<file path="config.mk">
export PLATFORM = sky130hd
export DESIGN_NAME = axil_lb_bridge
export DESIGN_NICKNAME = d
export VERILOG_FILES = /design/src/rtl/axil_lb_pkg.sv /design/src/rtl/axil_lb_bridge.sv
export SDC_FILE = /design/constraint.sdc
export NUM_CORES = 1
export LEC_CHECK = 0
export BUFFER_PORTS_ARGS = -buffer_cell sky130_fd_sc_hd__buf_4
export CORE_ASPECT_RATIO = 0.7
export CORE_MARGIN = 2
export CORE_UTILIZATION = 39
export DETAILED_ROUTE_END_ITERATION = 16
export PLACE_DENSITY = 0.7
export SYNTH_ARGS = -nofsm -noshare
export SYNTH_HDL_FRONTEND = slang
export SYNTH_SLANG_ARGS = --single-unit
</file>
<file path="constraint.sdc">
create_clock -name clk -period 4.9 [get_ports clk]
set_input_delay 0.735 -clock clk [delete_from_list [all_inputs] [get_ports clk]]
set_output_delay 0.735 -clock clk [all_outputs]
set_load 0.03 [all_outputs]
</file>
<file path="src/rtl/axil_lb_pkg.sv">
// Shared types for the AXI4-Lite to local-bus bridge: FSM state encodings and
// the fixed AXI response code.
package axil_lb_pkg;

    typedef enum logic [1:0] {
        W_IDLE,
        W_LB,
        W_RESP
    } w_state_e;

    typedef enum logic [1:0] {
        R_IDLE,
        R_REQ,
        R_WAIT,
        R_RESP
    } r_state_e;

    localparam logic [1:0] RESP_OKAY = 2'b00;

endpackage

</file>
<file path="src/rtl/axil_lb_bridge.sv">
// AXI4-Lite slave to local-bus master bridge. Each AXI write or read becomes a
// single LB write or read; the write and read FSMs run independently.
module axil_lb_bridge
    import axil_lb_pkg::*;
#(
    parameter int ADDR_W = 16,
    parameter int DATA_W = 32,
    parameter int STRB_W = DATA_W / 8
) (
    input  logic              clk,
    input  logic              rst,
    input  logic [ADDR_W-1:0] AXIL_AWADDR,
    input  logic [2:0]        AXIL_AWPROT,
    input  logic              AXIL_AWVALID,
    output logic              AXIL_AWREADY,
    input  logic [DATA_W-1:0] AXIL_WDATA,
    input  logic [STRB_W-1:0] AXIL_WSTRB,
    input  logic              AXIL_WVALID,
    output logic              AXIL_WREADY,
    output logic [1:0]        AXIL_BRESP,
    output logic              AXIL_BVALID,
    input  logic              AXIL_BREADY,
    input  logic [ADDR_W-1:0] AXIL_ARADDR,
    input  logic [2:0]        AXIL_ARPROT,
    input  logic              AXIL_ARVALID,
    output logic              AXIL_ARREADY,
    output logic [DATA_W-1:0] AXIL_RDATA,
    output logic [1:0]        AXIL_RRESP,
    output logic              AXIL_RVALID,
    input  logic              AXIL_RREADY,
    input  logic              wready,
    output logic [ADDR_W-1:0] waddr,
    output logic [DATA_W-1:0] wdata,
    output logic [STRB_W-1:0] wstrb,
    output logic              wen,
    input  logic [DATA_W-1:0] rdata,
    input  logic              rvalid,
    output logic [ADDR_W-1:0] raddr,
    output logic              ren
);

    // Protection bits carry no meaning for a CSR map.
    logic unused_prot;
    assign unused_prot = ^{AXIL_AWPROT, AXIL_ARPROT};

    // ---------------- write path ----------------
    w_state_e          w_state_q, w_state_d;
    logic              aw_got_q, aw_got_d;
    logic              w_got_q, w_got_d;
    logic [ADDR_W-1:0] waddr_q, waddr_d;
    logic [DATA_W-1:0] wdata_q, wdata_d;
    logic [STRB_W-1:0] wstrb_q, wstrb_d;
    logic              axil_awready_q, axil_awready_d;
    logic              axil_wready_q, axil_wready_d;
    logic              wen_q, wen_d;
    logic              axil_bvalid_q, axil_bvalid_d;

    // NOTE: every always_comb output gets a default first, so no path can infer a latch.
    always_comb begin
        w_state_d = w_state_q;
        aw_got_d  = aw_got_q;
        w_got_d   = w_got_q;
        waddr_d   = waddr_q;
        wdata_d   = wdata_q;
        wstrb_d   = wstrb_q;
        case (w_state_q)
            W_IDLE: begin
                if (AXIL_AWVALID && axil_awready_q) begin
                    waddr_d  = AXIL_AWADDR;
                    aw_got_d = 1'b1;
                end
                if (AXIL_WVALID && axil_wready_q) begin
                    wdata_d = AXIL_WDATA;
                    wstrb_d = AXIL_WSTRB;
                    w_got_d = 1'b1;
                end
                if (aw_got_d && w_got_d) w_state_d = W_LB;
            end
            W_LB: begin
                if (wready) begin
                    w_state_d = W_RESP;
                    aw_got_d  = 1'b0;
                    w_got_d   = 1'b0;
                end
            end
            W_RESP: if (AXIL_BREADY) w_state_d = W_IDLE;
            default: w_state_d = W_IDLE;
        endcase
        // Handshake outputs are registered from the next state so they read 0 in reset.
        axil_awready_d = (w_state_d == W_IDLE) && !aw_got_d;
        axil_wready_d  = (w_state_d == W_IDLE) && !w_got_d;
        wen_d          = (w_state_d == W_LB);
        axil_bvalid_d  = (w_state_d == W_RESP);
    end

    // NOTE: sequential state uses non-blocking assignments only.
    always_ff @(posedge clk or posedge rst) begin
        if (rst) begin
            w_state_q      <= W_IDLE;
            aw_got_q       <= 1'b0;
            w_got_q        <= 1'b0;
            waddr_q        <= '0;
            wdata_q        <= '0;
            wstrb_q        <= '0;
            axil_awready_q <= 1'b0;
            axil_wready_q  <= 1'b0;
            wen_q          <= 1'b0;
            axil_bvalid_q  <= 1'b0;
        end else begin
            w_state_q      <= w_state_d;
            aw_got_q       <= aw_got_d;
            w_got_q        <= w_got_d;
            waddr_q        <= waddr_d;
            wdata_q        <= wdata_d;
            wstrb_q        <= wstrb_d;
            axil_awready_q <= axil_awready_d;
            axil_wready_q  <= axil_wready_d;
            wen_q          <= wen_d;
            axil_bvalid_q  <= axil_bvalid_d;
        end
    end

    // ---------------- read path ----------------
    r_state_e          r_state_q, r_state_d;
    logic [ADDR_W-1:0] raddr_q, raddr_d;
    logic [DATA_W-1:0] rdata_q, rdata_d;
    logic              axil_arready_q, axil_arready_d;
    logic              ren_q, ren_d;
    logic              axil_rvalid_q, axil_rvalid_d;

    always_comb begin
        r_state_d = r_state_q;
        raddr_d   = raddr_q;
        rdata_d   = rdata_q;
        case (r_state_q)
            R_IDLE: begin
                if (AXIL_ARVALID && axil_arready_q) begin
                    raddr_d   = AXIL_ARADDR;
                    r_state_d = R_REQ;
                end
            end
            // A zero-latency LB slave may answer while ren is still high.
            R_REQ: begin
                if (rvalid) begin
                    rdata_d   = rdata;
                    r_state_d = R_RESP;
                end else begin
                    r_state_d = R_WAIT;
                end
            end
            R_WAIT: begin
                if (rvalid) begin
                    rdata_d   = rdata;
                    r_state_d = R_RESP;
                end
            end
            R_RESP: if (AXIL_RREADY) r_state_d = R_IDLE;
            default: r_state_d = R_IDLE;
        endcase
        axil_arready_d = (r_state_d == R_IDLE);
        ren_d          = (r_state_d == R_REQ);
        axil_rvalid_d  = (r_state_d == R_RESP);
    end

    always_ff @(posedge clk or posedge rst) begin
        if (rst) begin
            r_state_q      <= R_IDLE;
            raddr_q        <= '0;
            rdata_q        <= '0;
            axil_arready_q <= 1'b0;
            ren_q          <= 1'b0;
            axil_rvalid_q  <= 1'b0;
        end else begin
            r_state_q      <= r_state_d;
            raddr_q        <= raddr_d;
            rdata_q        <= rdata_d;
            axil_arready_q <= axil_arready_d;
            ren_q          <= ren_d;
            axil_rvalid_q  <= axil_rvalid_d;
        end
    end

    assign AXIL_AWREADY = axil_awready_q;
    assign AXIL_WREADY  = axil_wready_q;
    assign AXIL_BVALID  = axil_bvalid_q;
    assign AXIL_BRESP   = RESP_OKAY;
    assign waddr        = waddr_q;
    assign wdata        = wdata_q;
    assign wstrb        = wstrb_q;
    assign wen          = wen_q;
    assign AXIL_ARREADY = axil_arready_q;
    assign AXIL_RVALID  = axil_rvalid_q;
    assign AXIL_RDATA   = rdata_q;
    assign AXIL_RRESP   = RESP_OKAY;
    assign raddr        = raddr_q;
    assign ren          = ren_q;

endmodule

</file>
---- Yosys cells after proc, flatten, opt, wreduce, memory -nomap -nowiden ----
Cells that the tools add are included.
storage, ports and cells
  register bits ........................... 113
  bits in latches ......................... 0
  RAM bits ................................ 0
  bits in read-only memories .............. 0
  bits of input ports ..................... 115
  output and inout port bits .............. 111
  memories ................................ 0
operators by class
  $add $sub $neg .......................... 0
  multipliers ............................. 0
  divide/modulo/power cells ............... 0
  magnitude comparators ................... 0
  equal/unequal tests ..................... 9
  shifts and indexed selects .............. 0
  mux-type cells .......................... 17
  bitwise operators ....................... 0
  reductions and logical operators ........ 17
operators by type and width
  operator                                              number
  2-to-1 mux 2 bit                                      6
  equality test 2 bit (second input constant)           5
  equality test 2 x 1 -> 1 bit (second input constant)  4
  logical NOT 2 bit                                     4
  one-hot mux 2 bit (4 select lines)                    1
  AND reduction 2 bit                                   4
  2-to-1 mux 1 bit                                      7
  logical AND 1 bit                                     6
  one-hot mux 2 bit (3 select lines)                    1
  one-hot mux 1 bit (2 select lines)                    2
  logical NOT 1 bit                                     2
  OR reduction 2 bit                                    1

---- Longest topological paths before layout ----
Gate-level depths: netlist (run 1).
  depth after elaboration ................. 8
  mapped depth ............................ 6
  gate-level depth less buffers ........... 5

---- Worst setup path after synthesis (run 1) ----
OpenSTA, ideal clock, no wires.
  path kind ............................... input to register
  from .................................... in AXIL_AWVALID
  to ...................................... reg waddr_q[0], in the netlist waddr[0]
  library setup time ...................... 0.125 ns
  data arrival time ....................... 1.702 ns
  required time ........................... 4.775 ns
  slack ................................... 3.074 ns
  stages .................................. 4
  path buffers ............................ 1
  cell sequence ........................... nand2_1 -> nor3_2 -> buf_4 -> mux2_2
on the way
  longest elaborated chain between the ends .. 2
RTL lines
  element                        line                   text
  start: declaration             axil_lb_bridge.sv:14   input logic AXIL_AWVALID,
  logical AND 1 bit              axil_lb_bridge.sv:68   if (AXIL_AWVALID && axil_awready_q) begin
  AND reduction 2 bit (no line)  --
  end signal: assignment         axil_lb_bridge.sv:113  waddr_q <= waddr_d;
  end: declaration               axil_lb_bridge.sv:50   logic [ADDR_W-1:0] waddr_q, waddr_d;
No other way between the ends.
A chain may end at the register's enable or synchronous reset.

---- Final worst setup path (run 1) ----
  from .................................... reg r_state_q[1]
  to ...................................... reg rdata_q[0], in the netlist AXIL_RDATA[0]
on the way
  longest elaborated chain between the ends .. 3
  elaborated cells between the ends (all ways) .. 4
RTL lines
  element                                                                     line                   text
  start: declaration                                                          axil_lb_bridge.sv:124  r_state_e r_state_q, r_state_d;
  start signal: assignment                                                    axil_lb_bridge.sv:174  r_state_q <= r_state_d;
  equality test 2 bit / equality test 2 x 1 -> 1 bit (equally long branches)  axil_lb_bridge.sv:135  case (r_state_q)
  OR reduction 2 bit (no line) *                                              --
  AND reduction 2 bit (no line) *                                             --
  end signal: assignment                                                      axil_lb_bridge.sv:176  rdata_q <= rdata_d;
  end: declaration                                                            axil_lb_bridge.sv:126  logic [DATA_W-1:0] rdata_q, rdata_d;
Every way passes the cells marked *; elsewhere a longest branch is shown, timed or not.

==> metrics.txt, run 1 <==
# TYPE chip_impl_metric gauge
chip_impl_metric{name="vias_in_the_first_global_route",unit=""} 3301
chip_impl_metric{name="maxClockFrequency",unit="MHz"} 460
chip_impl_info{name="critical_path.cell_chain",value="inv_1, ha_1, nand2_1, buf_4, mux2_2"} 1
chip_impl_metric{name="timing_worst_slew_pin_value",unit="ns"} 1.16
chip_impl_metric{name="vdd_ir_drop_max",unit="mV"} 0.356
chip_impl_metric{name="crit_path_max_fanout",unit=""} 21
chip_impl_metric{name="number_of_buffers_created_by_cts",unit=""} 17
chip_impl_metric{name="worst_path_largest_cell_delay",unit="ns"} 0.48
chip_impl_metric{name="vias",unit=""} 3159
chip_impl_metric{name="maximum_buffer_depth_of_the_clock_tree",unit=""} 2
chip_impl_metric{name="placement.io_buffers",unit=""} 215
chip_impl_metric{name="synth_warnings",unit=""} 0
chip_impl_info{name="timing.hold.worst_endpoint",value="AXIL_AWREADY"} 1
chip_impl_info{name="most_frequent_cells_in_the_layout",value="218 x sky130_fd_sc_hd__buf_4, 113 x sky130_fd_sc_hd__dfrtp_1, 97 x sky130_fd_sc_hd__mux2_2, 17 x sky130_fd_sc_hd__clkbuf_16, 8 x sky130_fd_sc_hd__a21oi_1"} 1
chip_impl_metric{name="finalSetupViolations",unit=""} 0
chip_impl_metric{name="drt.antenna.violating_nets",unit=""} 0
chip_impl_metric{name="route.detailed.drc",unit=""} 0
chip_impl_metric{name="arrival",unit="ns"} 2.46
chip_impl_metric{name="holdPathStages",unit=""} 1
chip_impl_metric{name="grtUsageMet3",unit="%"} 6.94
chip_impl_info{name="status",value="finished clean"} 1
chip_impl_metric{name="count_of_tritonroute_iterations_in_the_first_routing_pass",unit=""} 4
chip_impl_metric{name="power_density",unit="nW/um^2"} 812
chip_impl_metric{name="total_die_area",unit="um^2"} 12200
chip_impl_metric{name="p_total",unit="mW"} 5.47
chip_impl_metric{name="antenna_violations_before_repair",unit=""} 0
chip_impl_metric{name="drive_above_1_share",unit="%"} 67.7
chip_impl_metric{name="synth_cell_type_count",unit=""} 28
chip_impl_metric{name="placed_cell_area",unit="um^2"} 6150
chip_impl_metric{name="syn-cell-area",unit="um^2"} 4420
chip_impl_metric{name="design.portCount",unit=""} 226
chip_impl_metric{name="post-route-min-period",unit="ns"} 2.18
chip_impl_info{name="worst-setup-path-type",value="register to register"} 1
chip_impl_metric{name="required",unit="ns"} 5.18
chip_impl_metric{name="report.final.slew_viol_count",unit=""} 0
chip_impl_metric{name="drt-initial-drc-count",unit=""} 107
chip_impl_info{name="gr-max-usage-layer",value="met2"} 1
chip_impl_metric{name="multi_input_comb_area",unit="um^2"} 1480
chip_impl_metric{name="synthCells",unit=""} 282
chip_impl_metric{name="fin_setup_tns",unit="ns"} 0
chip_impl_info{name="slowest_stage",value="sky130_fd_sc_hd__dfrtp_1"} 1
chip_impl_metric{name="clk-insertion-delay-late",unit="ns"} 0.40
chip_impl_info{name="grt_setup_unrepaired",value="false"} 1
chip_impl_metric{name="post_cts.repair.setup_buffers",unit=""} 0
chip_impl_metric{name="cap_viol_max_count",unit=""} 0
chip_impl_metric{name="area.sequential",unit="um^2"} 2830
chip_impl_metric{name="wl_per_cell",unit="um"} 15.0
chip_impl_info{name="start_point_of_the_worst_hold_path",value="aw_got_q"} 1
chip_impl_info{name="cp-end-kind",value="register"} 1
chip_impl_metric{name="rows",unit=""} 32
chip_impl_metric{name="wl",unit="um"} 10100
chip_impl_metric{name="power.leakage",unit="nW"} 3.26
chip_impl_metric{name="final_area",unit="um^2"} 6730
chip_impl_metric{name="avgSynthCellArea",unit="um^2"} 15.7
chip_impl_metric{name="area_delta_synth_final",unit="%"} 52.4
chip_impl_metric{name="grtUsageMet1",unit="%"} 20.7
chip_impl_metric{name="slew_margin_rel",unit="%"} 22.2
chip_impl_metric{name="post-dp-hpwl",unit="um"} 7510
chip_impl_metric{name="placeableCoreArea",unit="um^2"} 11000
chip_impl_metric{name="wire_length_of_the_first_global_routing_pass",unit="um"} 16300
chip_impl_metric{name="cts_resized",unit=""} 0
chip_impl_metric{name="floorplan.initialDensity",unit="%"} 40.1
chip_impl_info{name="critPathLaunch",value="r_state_q[1]"} 1
chip_impl_metric{name="fill_cells",unit=""} 861
chip_impl_metric{name="global_route.overflow_total",unit=""} 0
chip_impl_metric{name="reg2regPathDepth",unit=""} 5
chip_impl_metric{name="cts.clk_slew.worst_paths",unit="ns"} 0.05
chip_impl_metric{name="viasPerCell",unit=""} 4.69
chip_impl_metric{name="grt_util_met2",unit="%"} 27.0
chip_impl_metric{name="yosysSeqAreaShare",unit="%"} 64.0
chip_impl_metric{name="timing.final.crit_share",unit="%"} 44.4
chip_impl_metric{name="grt_max_degree",unit=""} 79
chip_impl_metric{name="grt_total_usage",unit="%"} 17.2
chip_impl_metric{name="final_antenna_diode_count",unit=""} 0
chip_impl_metric{name="fp.dieH",unit="um"} 93.1
chip_impl_metric{name="globalplace.congestion",unit=""} 0.786
chip_impl_metric{name="htree_num_levels",unit=""} 4
chip_impl_info{name="top_cell_family_by_delay_on_the_critical_path",value="buffers and inverters"} 1
chip_impl_info{name="rr_startpoint",value="r_state_q[1]"} 1
chip_impl_info{name="classification_of_the_worst_slack_hold_path",value="register to register"} 1
chip_impl_metric{name="hold_buffers",unit=""} 0
chip_impl_info{name="cts_tree",value="done"} 1
chip_impl_metric{name="clock_sinks",unit=""} 113
chip_impl_info{name="setup.worst_path.start_class",value="register"} 1
chip_impl_metric{name="timing.critical_path.buf_inv",unit=""} 2
chip_impl_metric{name="finish.net_count",unit=""} 628
chip_impl_metric{name="horizontal_die_dimension",unit="um"} 131
chip_impl_info{name="most_frequent_standard_cell_in_the_layout_excluding_fill_and_tap_cells",value="sky130_fd_sc_hd__buf_4"} 1
chip_impl_info{name="critical_path.reg2reg.endpoint",value="AXIL_RDATA[0]"} 1
chip_impl_info{name="cts_root_buf",value="sky130_fd_sc_hd__clkbuf_16"} 1
chip_impl_metric{name="finalClockSkew",unit="ns"} 0.00828
chip_impl_metric{name="setup_slack_of_the_worst_register_to_register_path",unit="ns"} 2.72
chip_impl_metric{name="hold_violations",unit=""} 0
chip_impl_metric{name="ys_ff_latch",unit=""} 113
-- layer usage --
| metal | vias to the layer above | wire length [um] |
|---|---|---|
| met4 | 0 | 161 |
| li1 | 1445 | - |
| met2 | 149 | 4910 |
| met3 | 15 | 802 |
| met1 | 1550 | 4210 |
| met5 | - | 0 |
-- logic make-up after synthesis --
family                     count (synthesis)  synth area share [%]
AOI/OAI and AO/OA                         23                  3.40
adders and majority gates                  5                  1.42
buffers and inverters                     19                  2.86
DFF                                      113                  64.0
muxes                                    100                  25.7
other                                      1                0.0849
and+or+nand+nor                           21                  2.52
-- stage by stage --
step	util, %	std cells	setup slack (ns)	hold WS [ns]
after CTS	61.2	673	2.71	0.490
final	61.2	673	2.72	0.486
after global placement	55.9	642	2.57	0.461
after detailed placement	55.9	642	2.52	0.480
after global routing	61.2	673	2.59	0.511
after floorplan	-	285	1.18	0.443
-- power breakdown --
part,internal (mW),switching (mW)
Sequential,1.41,0.267
Clock,0.780,0.402
Combinational,1.14,1.46
Total,3.33,2.13
-- final cells by class --
cell class              instances  share of cell area (%)
clock buffers                  21                    6.99
clock inverters                10                    1.64
inverters                       5                   0.316
multi-input cells             153                    21.9
flip-flops and latches        113                    42.0
well taps                     153                    2.84
repair buffers                218                    24.3
-- worst max path at each step --
stage	slack, ns	cells after the start	endpoint
after floorplan	1.18	1	AXIL_ARREADY
after global routing	2.59	5	AXIL_RDATA[2]
after detailed placement	2.52	4	waddr[10]
after CTS	2.71	5	AXIL_RDATA[27]
final	2.72	5	AXIL_RDATA[0]
after global placement	2.57	4	waddr[7]
-- synthesized netlist by cell type --
cell type                     n  area share [%]
sky130_fd_sc_hd__a32o_1       1            0.23
sky130_fd_sc_hd__inv_1        5            0.42
sky130_fd_sc_hd__and3_1       2            0.28
sky130_fd_sc_hd__conb_1       1           0.085
sky130_fd_sc_hd__o21a_1       2            0.34
sky130_fd_sc_hd__o31ai_1      2            0.34
sky130_fd_sc_hd__dfrtp_1    113              64
sky130_fd_sc_hd__nand2b_1     2            0.28
sky130_fd_sc_hd__nand3_1      3            0.34
sky130_fd_sc_hd__a2111oi_2    1            0.34
sky130_fd_sc_hd__buf_4        5            0.85
sky130_fd_sc_hd__nor2b_1      1            0.14
sky130_fd_sc_hd__a21oi_1      8            0.91
sky130_fd_sc_hd__and4_1       1            0.20
sky130_fd_sc_hd__nand2_1      5            0.42
sky130_fd_sc_hd__mux2_2      97              25
sky130_fd_sc_hd__mux2_4       3             1.0
sky130_fd_sc_hd__ha_1         5             1.4
sky130_fd_sc_hd__a31oi_1      2            0.28
sky130_fd_sc_hd__or2_2        1            0.14
sky130_fd_sc_hd__or3_1        1            0.14
sky130_fd_sc_hd__o21ai_0      5            0.57
sky130_fd_sc_hd__buf_2        5            0.57
sky130_fd_sc_hd__buf_6        4             1.0
sky130_fd_sc_hd__a221oi_1     1            0.20
sky130_fd_sc_hd__nor2_1       4            0.34
sky130_fd_sc_hd__nor3_2       1            0.23
sky130_fd_sc_hd__a2bb2oi_1    1            0.20
-- worst register-to-register path: cells and delay by family, from the launching register on --
kind,cells,cell delay [ns]
flops,1,0.48
mux,1,0.38
buf+inv,2,0.51
fa+ha+maj,1,0.29
simple gates,1,0.39
-- flip-flops by register name (all words and copies together), names as in the netlist --
name          cells
AXIL_WREADY       1
aw_got_q          1
AXIL_AWREADY      1
r_state_q         2
AXIL_ARREADY      1
w_got_q           1
AXIL_RVALID       1
wen               1
ren               1
AXIL_BVALID       1
raddr            16
w_state_q         2
AXIL_RDATA       32
wdata            32
wstrb             4
waddr            16
(Power assumes the default switching activity.)
==> run 2, diff against run 1 <==
- ABC_AREA: unset -> 1
- PLACE_DENSITY: 0.7 -> 0.72
- clock period: 4.9 -> 1.8 ns (I/O delays scaled with it)
==> metrics.txt, run 2 <==
# TYPE chip_impl_metric gauge
chip_impl_metric{name="drt.antenna.violating_nets",unit=""} 0
chip_impl_metric{name="placed_cell_area",unit="um^2"} 6440
chip_impl_metric{name="final_area",unit="um^2"} 7010
chip_impl_metric{name="ys_ff_latch",unit=""} 113
chip_impl_metric{name="drt-initial-drc-count",unit=""} 123
chip_impl_info{name="yosys_most_used_dff",value="sky130_fd_sc_hd__dfrtp_1"} 1
chip_impl_metric{name="route.detailed.drc",unit=""} 0
chip_impl_metric{name="timing_worst_slew_pin_value",unit="ns"} 0.526
chip_impl_metric{name="cap_viol_max_count",unit=""} 0
chip_impl_metric{name="horizontal_die_dimension",unit="um"} 135
chip_impl_info{name="setup.worst_path.start_class",value="register"} 1
chip_impl_metric{name="synthCells",unit=""} 434
chip_impl_metric{name="fp.dieH",unit="um"} 95.9
chip_impl_info{name="most_frequent_standard_cell_in_the_layout_excluding_fill_and_tap_cells",value="sky130_fd_sc_hd__buf_4"} 1
chip_impl_info{name="synthDominantAreaCellType",value="sky130_fd_sc_hd__dfrtp_1"} 1
chip_impl_metric{name="vdd_ir_drop_max",unit="mV"} 0.931
chip_impl_info{name="cts_root_buf",value="sky130_fd_sc_hd__clkbuf_16"} 1
chip_impl_metric{name="syn-cell-area",unit="um^2"} 4710
chip_impl_metric{name="hold_buffers",unit=""} 0
chip_impl_metric{name="avgSynthCellArea",unit="um^2"} 10.8
chip_impl_metric{name="power_density",unit="nW/um^2"} 2080
chip_impl_info{name="critical_path.cell_chain",value="inv_1, ha_1, nand2_1, buf_12, mux2_2"} 1
chip_impl_metric{name="maximum_buffer_depth_of_the_clock_tree",unit=""} 2
chip_impl_metric{name="finalClockSkew",unit="ns"} 0.00865
chip_impl_metric{name="p_total",unit="mW"} 14.6
chip_impl_metric{name="crit_path_max_fanout",unit=""} 28
chip_impl_metric{name="maxClockFrequency",unit="MHz"} 619
chip_impl_metric{name="vias_in_the_first_global_route",unit=""} 3592
chip_impl_metric{name="ys_async_sr_fraction",unit="%"} 100
chip_impl_metric{name="grtUsageMet1",unit="%"} 19.7
chip_impl_info{name="grt_setup_unrepaired",value="false"} 1
chip_impl_metric{name="fin_setup_tns",unit="ns"} 0
chip_impl_metric{name="arrival",unit="ns"} 1.89
chip_impl_info{name="most_frequent_cells_in_the_layout",value="219 x sky130_fd_sc_hd__buf_4, 113 x sky130_fd_sc_hd__dfrtp_1, 105 x sky130_fd_sc_hd__nand2_1, 66 x sky130_fd_sc_hd__inv_1, 42 x sky130_fd_sc_hd__o21ai_2"} 1
chip_impl_metric{name="clk-insertion-delay-late",unit="ns"} 0.40
chip_impl_metric{name="synth_edf_count",unit=""} 0
chip_impl_metric{name="worst_path_largest_cell_delay",unit="ns"} 0.42
chip_impl_metric{name="hold_violations",unit=""} 0
chip_impl_metric{name="wire_length_of_the_first_global_routing_pass",unit="um"} 17200
chip_impl_info{name="synth_most_common_cell",value="sky130_fd_sc_hd__dfrtp_1"} 1
chip_impl_info{name="classification_of_the_worst_slack_hold_path",value="primary input to async pin"} 1
chip_impl_info{name="gr-max-usage-layer",value="met2"} 1
chip_impl_metric{name="synth_largest_type_area_fraction",unit="%"} 60.1
chip_impl_metric{name="synth_warnings",unit=""} 0
chip_impl_metric{name="report.final.slew_viol_count",unit=""} 0
chip_impl_metric{name="antenna_violations_before_repair",unit=""} 0
chip_impl_info{name="ys_top_cells_by_area",value="sky130_fd_sc_hd__dfrtp_1 60%, sky130_fd_sc_hd__nand2_1 8.4%, sky130_fd_sc_hd__o21ai_2 7.8%, sky130_fd_sc_hd__mux2_2 7.7%, sky130_fd_sc_hd__inv_1 5.3%"} 1
chip_impl_metric{name="total_die_area",unit="um^2"} 13000
chip_impl_metric{name="fill_cells",unit=""} 999
chip_impl_metric{name="grt_max_degree",unit=""} 77
chip_impl_metric{name="power.leakage",unit="nW"} 3.80
chip_impl_metric{name="number_of_buffers_created_by_cts",unit=""} 17
chip_impl_metric{name="post-route-min-period",unit="ns"} 1.62
chip_impl_metric{name="required",unit="ns"} 2.07
chip_impl_info{name="slowest_stage",value="sky130_fd_sc_hd__dfrtp_1"} 1
chip_impl_metric{name="hold-worst-slack",unit="ns"} 0.000934
chip_impl_metric{name="wl",unit="um"} 11000
chip_impl_metric{name="yosysSeqAreaShare",unit="%"} 60.1
chip_impl_metric{name="post-dp-hpwl",unit="um"} 8140
chip_impl_info{name="cts_tree",value="done"} 1
chip_impl_metric{name="drive_above_1_share",unit="%"} 49.3
chip_impl_metric{name="grt_total_usage",unit="%"} 17.4
chip_impl_metric{name="cts_resized",unit=""} 0
chip_impl_metric{name="grtUsageMet3",unit="%"} 7.37
chip_impl_info{name="ys_top_cells_by_count",value="113 x sky130_fd_sc_hd__dfrtp_1, 105 x sky130_fd_sc_hd__nand2_1, 67 x sky130_fd_sc_hd__inv_1"} 1
chip_impl_metric{name="finish.net_count",unit=""} 777
chip_impl_metric{name="viasPerCell",unit=""} 4.46
chip_impl_metric{name="cts.clk_slew.worst_paths",unit="ns"} 0.05
chip_impl_metric{name="placement.io_buffers",unit=""} 215
chip_impl_metric{name="clock_sinks",unit=""} 113
chip_impl_metric{name="wl_per_cell",unit="um"} 13.4
chip_impl_info{name="worst-setup-path-type",value="register to register"} 1
chip_impl_metric{name="count_of_tritonroute_iterations_in_the_first_routing_pass",unit=""} 4
chip_impl_metric{name="synth_cell_type_count",unit=""} 22
chip_impl_metric{name="globalplace.congestion",unit=""} 0.813
chip_impl_metric{name="utilization",unit="%"} 59.7
chip_impl_metric{name="final_antenna_diode_count",unit=""} 0
chip_impl_metric{name="rows",unit=""} 33
chip_impl_metric{name="post_cts.repair.setup_buffers",unit=""} 0
chip_impl_metric{name="finalSetupViolations",unit=""} 0
chip_impl_metric{name="placeableCoreArea",unit="um^2"} 11700
chip_impl_info{name="cp-end-kind",value="register"} 1
chip_impl_metric{name="slew_margin_rel",unit="%"} 64.8
chip_impl_metric{name="area_delta_synth_final",unit="%"} 48.8
chip_impl_info{name="status",value="finished clean"} 1
chip_impl_metric{name="htree_num_levels",unit=""} 4
chip_impl_metric{name="timing.final.crit_share",unit="%"} 89.7
chip_impl_metric{name="global_route.overflow_total",unit=""} 0
chip_impl_metric{name="design.portCount",unit=""} 226
chip_impl_metric{name="vias",unit=""} 3683
chip_impl_metric{name="floorplan.initialDensity",unit="%"} 40.1
chip_impl_metric{name="grt_util_met2",unit="%"} 29.6
## run 2: path summary, 6_finish.rpt
kind / from / endpoint / slack (ns) / cells after the start
max in group asynchronous: rst / waddr[14] / 1.42 / 3
worst min register to register: raddr[5] / raddr[5] / 0.48 / 2
min in group clk: AXIL_ARADDR[1] / raddr[1] / 0.10 / 3
worst max-delay path: r_state_q[1] / AXIL_RDATA[28] / 0.18 / 5
worst min-delay path: rst / r_state_q[1] / 0.0009 / 3
worst max register to register: r_state_q[1] / AXIL_RDATA[28] / 0.18 / 5
## run 2: logic make-up (layout without fill, tap and decap cells)
family	after synthesis	count (layout)	synth area share, %
simple gates	139	139	12.4
flops	113	113	60.1
buf+inv	89	321	9.22
compound gates	55	55	9.25
mux	32	32	7.66
fa+ha+maj	5	5	1.33
other cells	1	4	0.0797
## run 2: cell type report
cell class / count / area, um^2 / share of cell area (%)
Tap cell: 157 / 196 / 2.80
Timing Repair Buffer: 222 / 1700 / 24.3
Inverter: 68 / 259 / 3.70
Clock inverter: 11 / 115 / 1.64
Multi-Input combinational cell: 235 / 1460 / 20.8
Clock buffer: 20 / 447 / 6.38
Sequential cell: 113 / 2830 / 40.4
## run 2: report_power, final
part           switching, mW  internal, mW  total [mW]
Sequential             0.695          3.76        4.46
Clock                   1.10          2.05        3.15
Combinational           4.25          2.72        6.97
Total                   6.05          8.53        14.6
## run 2: per-layer routing
| layer | up-vias | wire, um |
|---|---|---|
| li1 | 1796 | - |
| met1 | 1733 | 4390 |
| met2 | 137 | 5510 |
| met3 | 17 | 977 |
| met4 | 0 | 179 |
| met5 | - | 0 |
## run 2: stage by stage
stage / instances / setup slack [ns]
final: 826 / 0.185
after global routing: 826 / 0.0696
after CTS: 826 / 0.178
after detailed placement: 795 / 0.181
after global placement: 795 / 0.238
after floorplan: 437 / 0.159
## run 2: worst max-delay path, delay by kind of cell (launching register included)
kind | cells | cell delay, ns
fa+ha+maj | 1 | 0.27
mux | 1 | 0.35
buf+inv | 2 | 0.31
flops | 1 | 0.42
simple gates | 1 | 0.12
